File: config.mk
export PLATFORM = sky130hd
export DESIGN_NAME = hazard_ctrl_flat
export DESIGN_NICKNAME = d
export VERILOG_FILES = /design/src/rtl/pipe_pkg.sv /design/src/rtl/hazard_ctrl_if.sv /design/src/rtl/md_busy_counter.sv /design/src/rtl/hazard_ctrl.sv /design/src/flat_wrapper.sv
export SDC_FILE = /design/constraint.sdc
export NUM_CORES = 1
export LEC_CHECK = 0
export ABC_AREA = 0
export CORE_UTILIZATION = 35
export CTS_CLUSTER_SIZE = 20
export DETAILED_ROUTE_END_ITERATION = 10
export PLACE_DENSITY_LB_ADDON = 0.3
export SYNTH_ARGS = -nofsm -noshare
export SYNTH_HDL_FRONTEND = slang
export SYNTH_SLANG_ARGS = --single-unit
File: constraint.sdc
create_clock -name Clk -period 2.3 [get_ports Clk]
set_input_delay 0.46 -clock Clk [delete_from_list [all_inputs] [get_ports Clk]]
set_output_delay 0.46 -clock Clk [all_outputs]
set_load 0.005 [all_outputs]
File: src/rtl/pipe_pkg.sv
// Shared encodings and defaults for the pipeline hazard logic.
package pipe_pkg;

  localparam logic [1:0] MTR_ALU = 2'b00;
  localparam logic [1:0] MTR_MEM = 2'b01;
  localparam logic [1:0] MTR_PC8 = 2'b10;

  typedef enum logic [1:0] {
    FWD_RF = 2'b00,
    FWD_W  = 2'b01,
    FWD_M  = 2'b10
  } fwd_sel_e;

  localparam int MULT_CYC_DEF = 5;
  localparam int DIV_CYC_DEF  = 10;

  // $0 is hardwired to zero, so a zero destination never produces a hazard.
  function automatic logic reg_match(input logic [4:0] dst, input logic [4:0] src);
    return (dst != 5'd0) && (dst == src);
  endfunction

endpackage

File: src/rtl/hazard_ctrl_if.sv
// Stage-information bundle between the pipeline datapath and the hazard controller.
interface hazard_ctrl_if;
  import pipe_pkg::*;

  logic [4:0] RsD, RtD, RsE, RtE;
  logic [4:0] WriteRegE, WriteRegM, WriteRegW;
  logic       RegWriteE, RegWriteM, RegWriteW;
  logic [1:0] MemtoRegE, MemtoRegM;
  logic       BranchD, JrD, MdUseD, MdStartE, MdDivE;
  logic       StallF, StallD, FlushE;
  logic       ForwardAD, ForwardBD;
  logic [1:0] ForwardAE, ForwardBE;
  logic       MdBusy;

  modport master (
    output RsD, RtD, RsE, RtE, WriteRegE, WriteRegM, WriteRegW,
           RegWriteE, RegWriteM, RegWriteW, MemtoRegE, MemtoRegM,
           BranchD, JrD, MdUseD, MdStartE, MdDivE,
    input  StallF, StallD, FlushE, ForwardAD, ForwardBD, ForwardAE, ForwardBE, MdBusy
  );

  modport slave (
    input  RsD, RtD, RsE, RtE, WriteRegE, WriteRegM, WriteRegW,
           RegWriteE, RegWriteM, RegWriteW, MemtoRegE, MemtoRegM,
           BranchD, JrD, MdUseD, MdStartE, MdDivE,
    output StallF, StallD, FlushE, ForwardAD, ForwardBD, ForwardAE, ForwardBE, MdBusy
  );

endinterface

File: src/rtl/md_busy_counter.sv
// HI/LO busy counter: loads the operation latency on issue and counts down to idle.
module md_busy_counter
  import pipe_pkg::*;
#(
  parameter int MULT_CYC = MULT_CYC_DEF,
  parameter int DIV_CYC  = DIV_CYC_DEF
) (
  input  logic Clk,
  input  logic Reset,
  input  logic MdStartE,
  input  logic MdDivE,
  output logic MdBusy
);

  localparam int CNT_W = $clog2(DIV_CYC + 1);

  localparam logic [0:0] ST_IDLE = 1'b0;
  localparam logic [0:0] ST_BUSY = 1'b1;

  logic [CNT_W-1:0] count_d, count_q;
  logic [0:0]       state;

  assign state = (count_q != '0) ? ST_BUSY : ST_IDLE;

  // A start while busy is illegal (mdstall blocks it), so it is simply ignored.
  always_comb begin
    count_d = count_q;
    case (state)
      ST_IDLE: begin
        if (MdStartE) begin
          count_d = MdDivE ? CNT_W'(DIV_CYC) : CNT_W'(MULT_CYC);
        end
      end
      default: count_d = count_q - CNT_W'(1);
    endcase
  end

  always_ff @(posedge Clk) begin
    if (Reset) begin
      count_q <= '0;
    end else begin
      count_q <= count_d;
    end
  end

  assign MdBusy = (state == ST_BUSY);

endmodule

File: src/rtl/hazard_ctrl.sv
// Five-stage pipeline hazard controller: forwarding selects, stalls and HI/LO interlock.
module hazard_ctrl
  import pipe_pkg::*;
#(
  parameter int MULT_CYC = MULT_CYC_DEF,
  parameter int DIV_CYC  = DIV_CYC_DEF
) (
  input logic          Clk,
  input logic          Reset,
  hazard_ctrl_if.slave bus
);

  logic md_busy;
  logic lw_stall, branch_stall, jr_stall, md_stall, stall;
  logic e_hits_rs, e_hits_rt, m_load_hits_rs, m_load_hits_rt;
  fwd_sel_e fwd_ae, fwd_be;

  md_busy_counter #(
    .MULT_CYC (MULT_CYC),
    .DIV_CYC  (DIV_CYC)
  ) u_md_busy (
    .Clk      (Clk),
    .Reset    (Reset),
    .MdStartE (bus.MdStartE),
    .MdDivE   (bus.MdDivE),
    .MdBusy   (md_busy)
  );

  // A branch/jr resolved in D needs its operands now: any pending write in E,
  // or a load still in M, cannot be forwarded in time.
  always_comb begin
    e_hits_rs      = bus.RegWriteE && reg_match(bus.WriteRegE, bus.RsD);
    e_hits_rt      = bus.RegWriteE && reg_match(bus.WriteRegE, bus.RtD);
    m_load_hits_rs = (bus.MemtoRegM == MTR_MEM) && reg_match(bus.WriteRegM, bus.RsD);
    m_load_hits_rt = (bus.MemtoRegM == MTR_MEM) && reg_match(bus.WriteRegM, bus.RtD);

    lw_stall     = (bus.MemtoRegE == MTR_MEM) &&
                   (reg_match(bus.WriteRegE, bus.RsD) || reg_match(bus.WriteRegE, bus.RtD));
    branch_stall = bus.BranchD &&
                   (e_hits_rs || e_hits_rt || m_load_hits_rs || m_load_hits_rt);
    jr_stall     = bus.JrD && (e_hits_rs || m_load_hits_rs);
    md_stall     = bus.MdUseD && (md_busy || bus.MdStartE);
    stall        = lw_stall || branch_stall || jr_stall || md_stall;
  end

  always_comb begin
    fwd_ae = FWD_RF;
    if (bus.RegWriteM && reg_match(bus.WriteRegM, bus.RsE)) begin
      fwd_ae = FWD_M;
    end else if (bus.RegWriteW && reg_match(bus.WriteRegW, bus.RsE)) begin
      fwd_ae = FWD_W;
    end

    fwd_be = FWD_RF;
    if (bus.RegWriteM && reg_match(bus.WriteRegM, bus.RtE)) begin
      fwd_be = FWD_M;
    end else if (bus.RegWriteW && reg_match(bus.WriteRegW, bus.RtE)) begin
      fwd_be = FWD_W;
    end
  end

  // Reset quiets every control output so the pipeline registers see no stale requests.
  always_comb begin
    bus.StallF    = 1'b0;
    bus.StallD    = 1'b0;
    bus.FlushE    = 1'b0;
    bus.ForwardAD = 1'b0;
    bus.ForwardBD = 1'b0;
    bus.ForwardAE = FWD_RF;
    bus.ForwardBE = FWD_RF;
    if (!Reset) begin
      bus.StallF    = stall;
      bus.StallD    = stall;
      bus.FlushE    = stall;
      bus.ForwardAD = bus.RegWriteM && reg_match(bus.WriteRegM, bus.RsD);
      bus.ForwardBD = bus.RegWriteM && reg_match(bus.WriteRegM, bus.RtD);
      bus.ForwardAE = fwd_ae;
      bus.ForwardBE = fwd_be;
    end
  end

  assign bus.MdBusy = md_busy;

endmodule

File: src/flat_wrapper.sv
// flat-port wrapper written by rule: the top's interface ports become plain ports
module hazard_ctrl_flat import pipe_pkg::*;
#(
  parameter int MULT_CYC = MULT_CYC_DEF,
  parameter int DIV_CYC  = DIV_CYC_DEF
)
  (Clk, Reset, bus_RsD, bus_RtD, bus_RsE, bus_RtE, bus_WriteRegE, bus_WriteRegM, bus_WriteRegW, bus_RegWriteE, bus_RegWriteM, bus_RegWriteW, bus_MemtoRegE, bus_MemtoRegM, bus_BranchD, bus_JrD, bus_MdUseD, bus_MdStartE, bus_MdDivE, bus_StallF, bus_StallD, bus_FlushE, bus_ForwardAD, bus_ForwardBD, bus_ForwardAE, bus_ForwardBE, bus_MdBusy);
  hazard_ctrl_if bus_i ();
  input logic Clk;
  input logic Reset;
  input wire logic [$bits(bus_i.RsD)-1:0] bus_RsD;
  input wire logic [$bits(bus_i.RtD)-1:0] bus_RtD;
  input wire logic [$bits(bus_i.RsE)-1:0] bus_RsE;
  input wire logic [$bits(bus_i.RtE)-1:0] bus_RtE;
  input wire logic [$bits(bus_i.WriteRegE)-1:0] bus_WriteRegE;
  input wire logic [$bits(bus_i.WriteRegM)-1:0] bus_WriteRegM;
  input wire logic [$bits(bus_i.WriteRegW)-1:0] bus_WriteRegW;
  input wire logic [$bits(bus_i.RegWriteE)-1:0] bus_RegWriteE;
  input wire logic [$bits(bus_i.RegWriteM)-1:0] bus_RegWriteM;
  input wire logic [$bits(bus_i.RegWriteW)-1:0] bus_RegWriteW;
  input wire logic [$bits(bus_i.MemtoRegE)-1:0] bus_MemtoRegE;
  input wire logic [$bits(bus_i.MemtoRegM)-1:0] bus_MemtoRegM;
  input wire logic [$bits(bus_i.BranchD)-1:0] bus_BranchD;
  input wire logic [$bits(bus_i.JrD)-1:0] bus_JrD;
  input wire logic [$bits(bus_i.MdUseD)-1:0] bus_MdUseD;
  input wire logic [$bits(bus_i.MdStartE)-1:0] bus_MdStartE;
  input wire logic [$bits(bus_i.MdDivE)-1:0] bus_MdDivE;
  output wire logic [$bits(bus_i.StallF)-1:0] bus_StallF;
  output wire logic [$bits(bus_i.StallD)-1:0] bus_StallD;
  output wire logic [$bits(bus_i.FlushE)-1:0] bus_FlushE;
  output wire logic [$bits(bus_i.ForwardAD)-1:0] bus_ForwardAD;
  output wire logic [$bits(bus_i.ForwardBD)-1:0] bus_ForwardBD;
  output wire logic [$bits(bus_i.ForwardAE)-1:0] bus_ForwardAE;
  output wire logic [$bits(bus_i.ForwardBE)-1:0] bus_ForwardBE;
  output wire logic [$bits(bus_i.MdBusy)-1:0] bus_MdBusy;
  assign bus_i.RsD = bus_RsD;
  assign bus_i.RtD = bus_RtD;
  assign bus_i.RsE = bus_RsE;
  assign bus_i.RtE = bus_RtE;
  assign bus_i.WriteRegE = bus_WriteRegE;
  assign bus_i.WriteRegM = bus_WriteRegM;
  assign bus_i.WriteRegW = bus_WriteRegW;
  assign bus_i.RegWriteE = bus_RegWriteE;
  assign bus_i.RegWriteM = bus_RegWriteM;
  assign bus_i.RegWriteW = bus_RegWriteW;
  assign bus_i.MemtoRegE = bus_MemtoRegE;
  assign bus_i.MemtoRegM = bus_MemtoRegM;
  assign bus_i.BranchD = bus_BranchD;
  assign bus_i.JrD = bus_JrD;
  assign bus_i.MdUseD = bus_MdUseD;
  assign bus_i.MdStartE = bus_MdStartE;
  assign bus_i.MdDivE = bus_MdDivE;
  assign bus_StallF = bus_i.StallF;
  assign bus_StallD = bus_i.StallD;
  assign bus_FlushE = bus_i.FlushE;
  assign bus_ForwardAD = bus_i.ForwardAD;
  assign bus_ForwardBD = bus_i.ForwardBD;
  assign bus_ForwardAE = bus_i.ForwardAE;
  assign bus_ForwardBE = bus_i.ForwardBE;
  assign bus_MdBusy = bus_i.MdBusy;
  hazard_ctrl #(.MULT_CYC(MULT_CYC), .DIV_CYC(DIV_CYC)) u_core (.Clk(Clk), .Reset(Reset), .bus(bus_i));
endmodule
=== Word-level counts from Yosys, hierarchy flattened ===
Cells that the tools add are included.

* Register bits: 4
* Logic and storage cells: 61
* Output and inout port bits: 10
* Bits of input ports: 49

* $add $sub $neg: 1
* Eq/ne operators: 10
* Reduce and logical (&&, ||, !) cells: 36
* Multiplexer cells: 13

{| class="wikitable"
|+ Operators with widths
! kind !! count
|-
| equality test 5 bit || 8
|-
| logical AND 1 bit || 22
|-
| nonzero test 5 bit || 3
|-
| 2-to-1 mux 4 bit || 3
|-
| logical OR 1 bit || 9
|-
| 2-to-1 mux 2 bit || 4
|-
| 2-to-1 mux 1 bit || 6
|-
| equality test 2 x 1 -> 1 bit, second input constant || 2
|-
| nonzero test 4 bit || 1
|-
| subtractor 4 x 1 -> 4 bit, second input constant || 1
|-
| nonzero test 2 bit || 1
|}

=== Logic depth before layout (Yosys ltp) ===
* Word-level depth: 11
* Depth in mapped cells: 8
* Gate-level depth less buffers: 7

=== Hierarchy ===
A second synthesis with hierarchy kept.

* Cells, all modules: 116
* Area total of the unflattened synthesis: 854.6 µm²

{| class="wikitable"
|+ By module, submodules not included
! module !! sequential area each (µm²) !! instances !! cells each !! area each (µm²)
|-
| hazard_ctrl || 0.0 || 1 || 91 || 631.9
|-
| md_busy_counter || 80.1 || 1 || 25 || 222.7
|}

=== Worst setup path after synthesis ===
No wires, ideal clock.

* Path type: in2out
* From: input port bus_WriteRegM[3]
* To: output port bus_StallD
* Buffers on the path: 2
* Path slack: 93 ps
* Stages on the path: 6
* Arrival: 1747 ps
* Required time: 1840 ps
* Cell sequence: buf_2 or4_4 nor2_1 nor2_1 a221o_1 buf_4

* Longest elaborated chain between the ends: 10
* Elaborated cells between the ends (all ways): 16
* Those cells by class: eq/ne (2); mux (1); reduce/logical (13)

{| class="wikitable"
|+ RTL lines
! what !! line !! RTL
|-
| start: declaration || flat_wrapper.sv:16 || <nowiki>input wire logic [$bits(bus_i.WriteRegM)-1:0] bus_WriteRegM;</nowiki>
|-
| equality test 5 bit or nonzero test 5 bit (tied branches) || pipe_pkg.sv:19 || <nowiki>return (dst != 5'd0) && (dst == src);</nowiki>
|-
| logical AND 1 bit || pipe_pkg.sv:19 ||
|-
| logical AND 1 bit || hazard_ctrl.sv:34 || <nowiki>m_load_hits_rs = (bus.MemtoRegM == MTR_MEM) && reg_match(bus.WriteRegM, bus.RsD);</nowiki>
|-
| logical OR 1 bit (2 in series) || hazard_ctrl.sv:40 || <nowiki>(e_hits_rs || e_hits_rt || m_load_hits_rs || m_load_hits_rt);</nowiki>
|-
| logical AND 1 bit || hazard_ctrl.sv:39 || <nowiki>branch_stall = bus.BranchD &&</nowiki>
|-
| logical OR 1 bit || hazard_ctrl.sv:43 || <nowiki>stall = lw_stall || branch_stall || jr_stall || md_stall;</nowiki>
|-
| logical OR 1 bit * (2 in series) || hazard_ctrl.sv:43 ||
|-
| 2-to-1 mux 1 bit * || -- ||
|-
| end: declaration || flat_wrapper.sv:29 || <nowiki>output wire logic [$bits(bus_i.StallD)-1:0] bus_StallD;</nowiki>
|}

Mark *: on every way between the ends. The rest lies on a longest branch, timed or not.

=== Worst setup path in the final report ===
* From: input port bus_RsE[0]
* To: output port bus_ForwardAE[1]

* Longest elaborated chain between the ends: 5

{| class="wikitable"
|+ RTL lines
! what !! line !! RTL
|-
| start: declaration || flat_wrapper.sv:13 || <nowiki>input wire logic [$bits(bus_i.RsE)-1:0] bus_RsE;</nowiki>
|-
| equality test 5 bit || pipe_pkg.sv:19 ||
|-
| logical AND 1 bit || pipe_pkg.sv:19 ||
|-
| logical AND 1 bit || hazard_ctrl.sv:48 || <nowiki>if (bus.RegWriteM && reg_match(bus.WriteRegM, bus.RsE)) begin</nowiki>
|-
| 2-to-1 mux 2 bit || hazard_ctrl.sv:48 ||
|-
| 2-to-1 mux 2 bit || hazard_ctrl.sv:71 || <nowiki>if (!Reset) begin</nowiki>
|-
| end: declaration || flat_wrapper.sv:33 || <nowiki>output wire logic [$bits(bus_i.ForwardAE)-1:0] bus_ForwardAE;</nowiki>
|}

No other way between the ends.

==> flow_summary.json <==
{
  "outcome": "completed",
  "cap_violations": 0,
  "dr.pass1.iters": 4,
  "clkSlewWorstSetupHoldPaths_ps": 40,
  "htreeDepth": 1,
  "dp_hpwl_um": 2710,
  "ys_ff_latch": 4,
  "overflow": 0,
  "cp-start-kind": "input port",
  "period_minus_slack_ps": 2280,
  "yosys_warnings": 0,
  "dp.cells": 228,
  "power_mw": 0.781,
  "yosysUniqueCellTypes": 29,
  "clock.fmax_mhz": 439,
  "critical_path_peak_fanout": 2,
  "comb_power_share_pct": 72.2,
  "final_cell_mix": "buf_4, xor2_1, dlygate4sd2_1",
  "yosysSeqAreaShare_pct": 9.25,
  "required_ps": 1840,
  "worst_ep_arrival_time_ps": 1820,
  "io_buffers": 58,
  "wl_per_cell_um": 14.9,
  "fin_hold_ws_ps": 480,
  "setup_viol": 0,
  "path_class": "input port to output pin",
  "reg.largest.list": "u_core.u_md_busy.count_q (4)",
  "die_h_um": 51.7,
  "p_sw_mw": 0.303,
  "core_area_sq_mm": 0.00228,
  "row_count": 17,
  "cts_tree": "yes",
  "vias_per_cell": 5.06,
  "drt_wl_total_um": 3470,
  "grt_usage_pct": 28.0,
  "top_register": "u_core.u_md_busy.count_q",
  "ir_worst_vdd_mv": 0.377,
  "fin_crit_sh_pct": 99.1,
  "largest_reg_flops": 4,
  "power_density_mw_per_mm2": 431,
  "syn_inst": 116,
  "die_area_sq_mm": 0.00268,
  "p_int_mw": 0.478,
  "fin_util_pct": 79.7,
  "placed_cell_area_sq_mm": 0.00169,
  "cts_root_buf": "clkbuf_4",
  "routabilityCongestion": 0.887,
  "io_pins": 59,
  "drt_iter0_markers": 12,
  "cts_hold_repair.buffers": 0,
  "final_area_sq_mm": 0.00181,
  "fin_tns_setup_ps": 0,
  "clk_latency_ps": 240,
  "grt_pass1_wl_um": 5580,
  "syn-cell-area_sq_um": 866,
  "final_common_cell": "buf_4",
  "start_util_pct": 38.0,
  "area.growth.synth_to_final_pct": 109,
  "seq_power_share_pct": 16.1,
  "antenna_found_initial": 0,
  "avgSynthCellArea_sq_um": 7.46,
  "layout-drive-gt1-share_pct": 41.0,
  "drc": 0,
  "clkPwrFrac_pct": 11.6,
  "cts_max_path_buffers": 2,
  "hp-class": "flip-flop to flip-flop",
  "finalNonFillerCells": 233,
  "ff2ff_setup_slack_ps": 730,
  "skew_ps": 3.12,
  "synth_fp_nets": 166,
  "dp_slack_ps": -687,
  "p_sw_share_pct": 38.8,
  "slew_violations": 0,
  "end_kind": "output pin",
  "tightest_slew_ps": 300,
  "hold_violations": 0,
  "vias": 1178,
  "first_global_vias": 1312,
  "leakagePower_nw": 0.827,
  "slew_headroom_pct": 79.8,
  "die_w_um": 51.7,
  "rsz0062_at_grt": "true",
  "fin_nets": 257,
  "cts_sinks": 4,
  "finalWorstSetupSlack_ps": 20.0,
  "ant_nets": 0,
  "diodes": 0,
  "numCtsBuffers": 3,
  "grt_max_degree": 11
}
==> final cells by class <==
cell class,instances,area [sq um]
multi-input cells,100,873
repair buffers,95,790
clock buffers,3,22.5
flip-flops and latches,4,81.3
well taps,28,35.0
fillers,148,463
inverters,3,11.3
==> kinds of logic after synthesis <==
| kind of cell | count (synthesis) | synth area share [%] |
|---|---|---|
| simple gates | 40 | 26.9 |
| xor+xnor | 40 | 40.5 |
| flops | 4 | 9.25 |
| compound gates | 19 | 14.7 |
| buf+inv | 12 | 7.22 |
| fa+ha+maj | 1 | 1.44 |
==> power by group through the flow <==
stage          clock, mW  combinational, mW  sequential, mW
3_5_place_dp           0              0.513           0.122
3_3_place_gp           0              0.481           0.119
5_1_grt           0.0994              0.614           0.131
4_1_cts           0.0943              0.540           0.124
2_1_floorplan          0              0.234           0.122
6_report          0.0909              0.564           0.126
==> worst paths after layout <==
kind	startpoint	to	cells after the start
max	bus_RsE[0]	bus_ForwardAE[1]	6
min	u_core.u_md_busy.count_q[3]$_SDFFE_PP0N_	u_core.u_md_busy.count_q[3]$_SDFFE_PP0N_	1
max reg2reg	u_core.u_md_busy.count_q[1]$_SDFFE_PP0N_	u_core.u_md_busy.count_q[0]$_SDFFE_PP0N_	6
min reg2reg	u_core.u_md_busy.count_q[3]$_SDFFE_PP0N_	u_core.u_md_busy.count_q[3]$_SDFFE_PP0N_	1
==> Yosys cell counts <==
cell       number  area, sq um
clkbuf_1        4         15.0
nor4_2          2         25.0
xnor2_1        16          140
a221o_1         1         10.0
nor3_1         10         50.1
ha_1            1         12.5
buf_6           1         11.3
nor2b_1         5         31.3
nor2_1          7         26.3
nand2_1         1         3.75
o21ai_4         1         16.3
or3b_1          1         8.76
a21o_1          1         7.51
inv_1           3         11.3
dfxtp_1         4         80.1
buf_2           2         10.0
nand2b_1        2         12.5
buf_4           2         15.0
nor4_1          1         6.26
a21oi_1         5         25.0
or4_1           3         22.5
o211ai_1        1         7.51
o21ai_1         2         10.0
or4_4           1         11.3
o21ai_0         4         20.0
nand3_1         7         35.0
a211oi_1        3         22.5
xor2_1         24          210
a2111oi_0       1         8.76
==> what timing repair did <==
action                                 4_1_cts  5_1_grt
buffers inserted                             2        1
setup endpoints to repair                    9        9
resized for setup                           95       29
endpoints found under the hold margin        0        0
pin swaps                                   18       18
==> critical path: stages <==
cell,delay [ps]
dlygate4sd2_1,290
xnor2_2,180
nand3_2,120
nor4_4,370
nor2b_1,180
clkdlybuf4s15_1,210
==> routing by layer <==
| metal | GRT usage (%) | vias up | wire [um] |
|---|---|---|---|
| met5 | 0 | - | 0 |
| met4 | 9.91 | 0 | 49 |
| met3 | 2.63 | 6 | 121 |
| met2 | 57.1 | 38 | 1960 |
| li1 | - | 578 | - |
| met1 | 28.6 | 556 | 1340 |
Note: power is estimated with default switching activity, not from simulation.
